<file path="src/rtl/shift_left_two_pkg.sv">
// Shared pipeline definitions for the shift_left_two block.
//   DEFAULT_WIDTH : default datapath width
//   DEFAULT_SHAMT : default fixed left-shift amount
//   occ_t         : 2-bit occupancy count for the two-entry skid buffer
package shift_left_two_pkg;

    localparam int DEFAULT_WIDTH = 32;
    localparam int DEFAULT_SHAMT = 2;

    typedef logic [1:0] occ_t;

    localparam occ_t OCC_EMPTY = 2'd0;
    localparam occ_t OCC_ONE   = 2'd1;
    localparam occ_t OCC_FULL  = 2'd2;

endpackage

</file>
<file path="src/rtl/shift_left_two_if.sv">
// Bus bundle for shift_left_two.
//   In32      : operand (drives the combinational shift and the channel)
//   Out32     : combinational In32 << SHAMT
//   in_valid / in_ready   : input handshake of the registered channel
//   out_valid / out_ready : output handshake of the registered channel
//   out_data / out_ovf / out_sgn : registered result and flags
// Modports: master = the side producing In32 and consuming results,
//           slave  = the shift_left_two block itself.
interface shift_left_two_if
    import shift_left_two_pkg::*;
#(
    parameter int WIDTH = DEFAULT_WIDTH
);
    logic [WIDTH-1:0] In32;
    logic [WIDTH-1:0] Out32;
    logic             in_valid;
    logic             in_ready;
    logic             out_valid;
    logic             out_ready;
    logic [WIDTH-1:0] out_data;
    logic             out_ovf;
    logic             out_sgn;

    modport master (
        output In32,
        output in_valid,
        output out_ready,
        input  Out32,
        input  in_ready,
        input  out_valid,
        input  out_data,
        input  out_ovf,
        input  out_sgn
    );

    modport slave (
        input  In32,
        input  in_valid,
        input  out_ready,
        output Out32,
        output in_ready,
        output out_valid,
        output out_data,
        output out_ovf,
        output out_sgn
    );
endinterface

</file>
<file path="src/rtl/shift_left_two_skid_buffer2.sv">
// skid_buffer2: two-entry valid/ready buffer with one cycle of latency.
//   clk, rst            : clock and synchronous active-high reset
//   in_valid/in_ready   : upstream handshake, in_data payload
//   out_valid/out_ready : downstream handshake, out_data payload
// Entry 0 (head_reg) always drives the output; entry 1 (tail_reg) only
// fills when the head is stalled. in_ready is decoded from the occupancy
// register alone, so there is no combinational path from out_ready.
module skid_buffer2
    import shift_left_two_pkg::*;
#(
    parameter int DW = DEFAULT_WIDTH + 2
) (
    input  logic          clk,
    input  logic          rst,
    input  logic          in_valid,
    output logic          in_ready,
    input  logic [DW-1:0] in_data,
    output logic          out_valid,
    input  logic          out_ready,
    output logic [DW-1:0] out_data
);

    occ_t          occ_reg;
    occ_t          occ_next;
    logic [DW-1:0] head_reg;
    logic [DW-1:0] head_next;
    logic [DW-1:0] tail_reg;
    logic [DW-1:0] tail_next;
    logic          push;
    logic          pop;

    assign in_ready  = (occ_reg != OCC_FULL);
    assign out_valid = (occ_reg != OCC_EMPTY);
    assign out_data  = head_reg;

    assign push = in_valid & in_ready;
    assign pop  = out_valid & out_ready;

    always_comb begin
        occ_next  = occ_reg;
        head_next = head_reg;
        tail_next = tail_reg;
        case (occ_reg)
            OCC_EMPTY: begin
                if (push) begin
                    head_next = in_data;
                    occ_next  = OCC_ONE;
                end
            end
            OCC_ONE: begin
                if (push && pop) begin
                    // Head leaves and the newcomer takes its place.
                    head_next = in_data;
                end else if (push) begin
                    tail_next = in_data;
                    occ_next  = OCC_FULL;
                end else if (pop) begin
                    occ_next  = OCC_EMPTY;
                end
            end
            OCC_FULL: begin
                // in_ready is low here, so only a pop can happen.
                if (pop) begin
                    head_next = tail_reg;
                    occ_next  = OCC_ONE;
                end
            end
            default: begin
                occ_next = OCC_EMPTY;
            end
        endcase
    end

    always_ff @(posedge clk) begin
        if (rst) begin
            occ_reg  <= OCC_EMPTY;
            head_reg <= '0;
            tail_reg <= '0;
        end else begin
            occ_reg  <= occ_next;
            head_reg <= head_next;
            tail_reg <= tail_next;
        end
    end

endmodule

</file>
<file path="src/rtl/shift_left_two.sv">
// shift_left_two: fixed left shift by SHAMT with two outputs.
//   clk, rst : clock and synchronous active-high reset (channel only)
//   bus      : shift_left_two_if.slave
//     Out32  -- purely combinational In32 << SHAMT, unaffected by clk/rst
//     in_*/out_* -- registered channel carrying the shifted value plus
//                   out_ovf (nonzero bits shifted out) and out_sgn
//                   (result MSB differs from operand MSB) through a
//                   two-entry skid buffer.
module shift_left_two
    import shift_left_two_pkg::*;
#(
    parameter int WIDTH = DEFAULT_WIDTH,
    parameter int SHAMT = DEFAULT_SHAMT
) (
    input  logic            clk,
    input  logic            rst,
    shift_left_two_if.slave bus
);

    logic [WIDTH-1:0] shifted;
    logic             ovf;
    logic             sgn;
    logic [WIDTH+1:0] payload_in;
    logic [WIDTH+1:0] payload_out;

    // Low SHAMT bits are zero fill, the rest come from SHAMT places below.
    for (genvar gi = 0; gi < WIDTH; gi++) begin : g_shift
        if (gi < SHAMT) begin : g_zero
            assign shifted[gi] = 1'b0;
        end else begin : g_move
            assign shifted[gi] = bus.In32[gi-SHAMT];
        end
    end

    assign bus.Out32 = shifted;

    // The bits that fall off the top; any one set means overflow.
    assign ovf = |bus.In32[WIDTH-1 -: SHAMT];
    // The new MSB is the operand bit SHAMT below the old MSB.
    assign sgn = bus.In32[WIDTH-1] ^ bus.In32[WIDTH-1-SHAMT];

    assign payload_in = {ovf, sgn, shifted};

    skid_buffer2 #(
        .DW(WIDTH + 2)
    ) u_skid (
        .clk       (clk),
        .rst       (rst),
        .in_valid  (bus.in_valid),
        .in_ready  (bus.in_ready),
        .in_data   (payload_in),
        .out_valid (bus.out_valid),
        .out_ready (bus.out_ready),
        .out_data  (payload_out)
    );

    assign bus.out_ovf  = payload_out[WIDTH+1];
    assign bus.out_sgn  = payload_out[WIDTH];
    assign bus.out_data = payload_out[WIDTH-1:0];

endmodule

</file>
<file path="src/flat_wrapper.sv">
// flat-port wrapper written by rule: the top's interface ports become plain ports
module shift_left_two_flat import shift_left_two_pkg::*;
#(
    parameter int WIDTH = DEFAULT_WIDTH,
    parameter int SHAMT = DEFAULT_SHAMT
)
  (clk, rst, bus_In32, bus_in_valid, bus_out_ready, bus_Out32, bus_in_ready, bus_out_valid, bus_out_data, bus_out_ovf, bus_out_sgn);
  shift_left_two_if #(.WIDTH(WIDTH)) bus_i ();
  input  logic clk;
  input  logic rst;
  input wire logic [$bits(bus_i.In32)-1:0] bus_In32;
  input wire logic [$bits(bus_i.in_valid)-1:0] bus_in_valid;
  input wire logic [$bits(bus_i.out_ready)-1:0] bus_out_ready;
  output wire logic [$bits(bus_i.Out32)-1:0] bus_Out32;
  output wire logic [$bits(bus_i.in_ready)-1:0] bus_in_ready;
  output wire logic [$bits(bus_i.out_valid)-1:0] bus_out_valid;
  output wire logic [$bits(bus_i.out_data)-1:0] bus_out_data;
  output wire logic [$bits(bus_i.out_ovf)-1:0] bus_out_ovf;
  output wire logic [$bits(bus_i.out_sgn)-1:0] bus_out_sgn;
  assign bus_i.In32 = bus_In32;
  assign bus_i.in_valid = bus_in_valid;
  assign bus_i.out_ready = bus_out_ready;
  assign bus_Out32 = bus_i.Out32;
  assign bus_in_ready = bus_i.in_ready;
  assign bus_out_valid = bus_i.out_valid;
  assign bus_out_data = bus_i.out_data;
  assign bus_out_ovf = bus_i.out_ovf;
  assign bus_out_sgn = bus_i.out_sgn;
  shift_left_two #(.WIDTH(WIDTH), .SHAMT(SHAMT)) u_core (.clk(clk), .rst(rst), .bus(bus_i));
endmodule
</file>
<file path="config.mk">
export PLATFORM = sky130hd
export DESIGN_NAME = shift_left_two_flat
export DESIGN_NICKNAME = d
export VERILOG_FILES = /design/src/rtl/shift_left_two_pkg.sv /design/src/rtl/shift_left_two_if.sv /design/src/rtl/shift_left_two_skid_buffer2.sv /design/src/rtl/shift_left_two.sv /design/src/flat_wrapper.sv
export SDC_FILE = /design/constraint.sdc
export NUM_CORES = 1
export LEC_CHECK = 0
export CAP_MARGIN = 20
export CORE_ASPECT_RATIO = 0.75
export CORE_MARGIN = 3
export CORE_UTILIZATION = 46
export CTS_CLUSTER_SIZE = 20
export DETAILED_ROUTE_END_ITERATION = 8
export PLACE_DENSITY = 0.81
export SLEW_MARGIN = 20
export SYNTH_ARGS = -nofsm -noshare
export SYNTH_HDL_FRONTEND = slang
export SYNTH_SLANG_ARGS = --single-unit
export TNS_END_PERCENT = 30
</file>
<file path="constraint.sdc">
create_clock -name clk -period 2.05 [get_ports clk]
set_clock_uncertainty 0.2 [all_clocks]
set_input_delay 0.205 -clock clk [delete_from_list [all_inputs] [get_ports clk]]
set_output_delay 0.205 -clock clk [all_outputs]
set_load 0.005 [all_outputs]
</file>
==> run summary, run 1 <==
Status: finished clean
Dpl hpwl: 4770 um
Ranking of synthesized cells by area: dfxtp_1 (43%), mux2i_1 (11%), a211oi_2 (11%), buf_4 (10%), nand2_1 (7.5%)
GP Congestion: 0.783
Cells after synthesis: 335
Final #Nets: 436
CORE AREA: 6380 um^2
Post-synth EDFFs: 0
# port buffers: 99
Top-area cell type share of the netlist area: 43.0%
Max_cap viols: 0
Yosys cell types: 22
Worst setup SP type: register
Setup_tns: 0 ns
Worst Setup End Kind: output port
Largest area contributor in the netlist: dfxtp_1
Leakage: 1.66 nW
DP Worst Slack: 0.110 ns
Die W: 100 um
Number of global-route vias before repair: 2449
CTS HTree Levels: 3
CTS Sinks: 66
First-pass GRT wire length: 11400 um
Asr flop ratio synth: 0%
Final setup viols: 0
Top-count cell post-synth: dfxtp_1
Initial DRC Count: 76
Power Density: 731 nW/um^2
Drt wl/cell: 14.1 um
Arrival time worst endpoint: 1.50 ns
Yosys Warn Count: 0
Area Overhead vs Synth: 33.5%
CTS Hold Bufs: 0
Clk pin slew, worst setup/hold paths: 0.07 ns
Fin crit period: 1.90 ns
DRC Markers: 0
Final Non-Filler Cells: 486
CP Class: register to output port
Cell Rows: 25
DR pass1 iterations: 4
CTS tree: yes
Crit Path Max Fanout: 7
Final Cycle Share: 92.9%
Final Hold Fails: 0
PnR Total Power: 0.00300 W
Primary FF master, synth: dfxtp_1
FMAX: 0.525 GHz
Final worst slack: 0.145 ns
Top Ports: 104
CTS Root Cell: clkbuf_8
Peak supply drop: 0.353 mV
Area of the mapped netlist: 3070 um^2
Final Hold Slack: 0.164 ns
Mean post-synth cell area: 9.17 um^2
Starting Density: 48.2%
Final Routed Wirelength: 6840 um
Initial antenna violation count: 0
Setup Fix Bufs, Post-CTS: 0
Final Max Slew Viols: 0
Cts bufs inserted: 9
Via density: 5.09
Die Y: 76.8 um
Pin count of the biggest net entering global routing: 67
RSZ-0062 raised after global routing: false
DRT antenna net count: 0
Post-Place Cells: 470
Die area: 7710 um^2
Seq cells post-synth: 66
GR Util All Layers: 18.4%
Antenna diode count: 0
Via count: 2473
CTS Buffer Depth: 2
Worst-Skew Late Latency: 0.34 ns
Share of layout cells above drive strength 1: 13.3%
Gates resized, CTS repair: 0
Hold Crit Class: input pin to register
Total gr overflow: 0
Worst Path Required: 1.64 ns
Sequential area share after synthesis: 43.0%
Top cells by count, synth: dfxtp_1 (66), nand2_1 (61), buf_4 (41)
==> logic make-up (layout without fill, tap and decap cells) <==
group	after synthesis	after routing	share of synthesized area, %
buf+inv	58	125	13.2
other cells	1	4	0.122
compound gates	67	67	18.2
xor+xnor	1	1	0.285
flops	66	66	43.0
mux	33	33	10.7
simple gates	109	109	14.4
==> path summary, 6_finish.rpt <==
kind / end / slack (ns) / depth (start not counted) / start
max: bus_in_ready / 0.15 / 2 / u_core.u_skid.occ_reg[0]$_SDFFE_PP0P_
min reg2reg: u_core.u_skid.tail_reg[8]$_SDFFE_PP0P_ / 0.25 / 2 / u_core.u_skid.tail_reg[8]$_SDFFE_PP0P_
max reg2reg: u_core.u_skid.out_data[5]$_SDFFE_PP0P_ / 0.42 / 5 / u_core.u_skid.occ_reg[1]$_SDFFE_PP0P_
min: u_core.u_skid.out_data[33]$_SDFFE_PP0P_ / 0.16 / 3 / rst
==> cell usage in the layout (no fill, tap or decap) <==
| master | synthesis | final |
|---|---|---|
| a21oi_1 | 33 | 33 |
| nand2_1 | 61 | 61 |
| a211oi_1 | 6 | 6 |
| o21ai_4 | 1 | 1 |
| nor2b_1 | 1 | 1 |
| buf_4 | 41 | 4 |
| clkbuf_1 | 10 | 3 |
| and2_1 | 1 | 1 |
| nor2b_4 | 1 | 1 |
| nand2b_2 | 0 | 1 |
| a211oi_2 | 26 | 26 |
| nand2b_1 | 2 | 1 |
| xnor2_1 | 1 | 1 |
| nor2_1 | 39 | 39 |
| clkdlybuf4s50_1 | 0 | 98 |
| buf_2 | 3 | 1 |
| conb_1 | 1 | 4 |
| dfxtp_1 | 66 | 66 |
| o22a_1 | 1 | 1 |
| buf_12 | 0 | 6 |
| clkinvlp_4 | 0 | 1 |
| nor3b_1 | 2 | 2 |
| nand3b_1 | 1 | 1 |
| clkbuf_8 | 0 | 12 |
| mux2i_1 | 33 | 33 |
| or2_2 | 1 | 1 |
==> stage by stage <==
step	cell area, um^2	util (%)
after floorplan	3080	-
after global placement	3920	61.4
after detailed placement	3920	61.4
after CTS	4100	64.3
after global routing	4100	64.3
final	4100	64.3
==> critical path: stages, from the launching register on <==
cell and delay, ns:
dfxtp_1 0.43, nand2b_2 0.21, clkdlybuf4s50_1 0.52
==> power breakdown <==
part | switching (W) | internal [W] | total (W)
logic | 0.000248 | 0.000337 | 0.000585
clock network | 0.000467 | 0.000540 | 0.00101
registers | 0.0000467 | 0.00136 | 0.00141
total | 0.000761 | 0.00224 | 0.00300
==> cell type report <==
cell class              instances  area, um^2
fillers                       535        2280
multi-input cells             214        1360
clock buffers                  15         176
well taps                      81         101
flip-flops and latches         66        1320
clock inverters                 1        7.51
repair buffers                109        1140
==> routing by layer <==
layer | GRT usage [%] | part of all wire, %
met4 | 4.98 | 0.98
met5 | 0 | 0
met3 | 7.55 | 7.8
met1 | 23.1 | 45
met2 | 29.0 | 46
No activity file was read; power rests on OpenSTA's default activity.
==> run 2, diff against run 1 <==
--- a/config.mk
+++ b/config.mk
@@ -5,6 +5,7 @@
 export SDC_FILE = /design/constraint.sdc
 export NUM_CORES = 1
 export LEC_CHECK = 0
+export ABC_CLOCK_PERIOD_IN_PS = 2050
 export CAP_MARGIN = 20
 export CORE_ASPECT_RATIO = 0.75
 export CORE_MARGIN = 3
==> results of run 2 <==
Same layout as run 1: the final DEF is identical, and so are final timing and power.
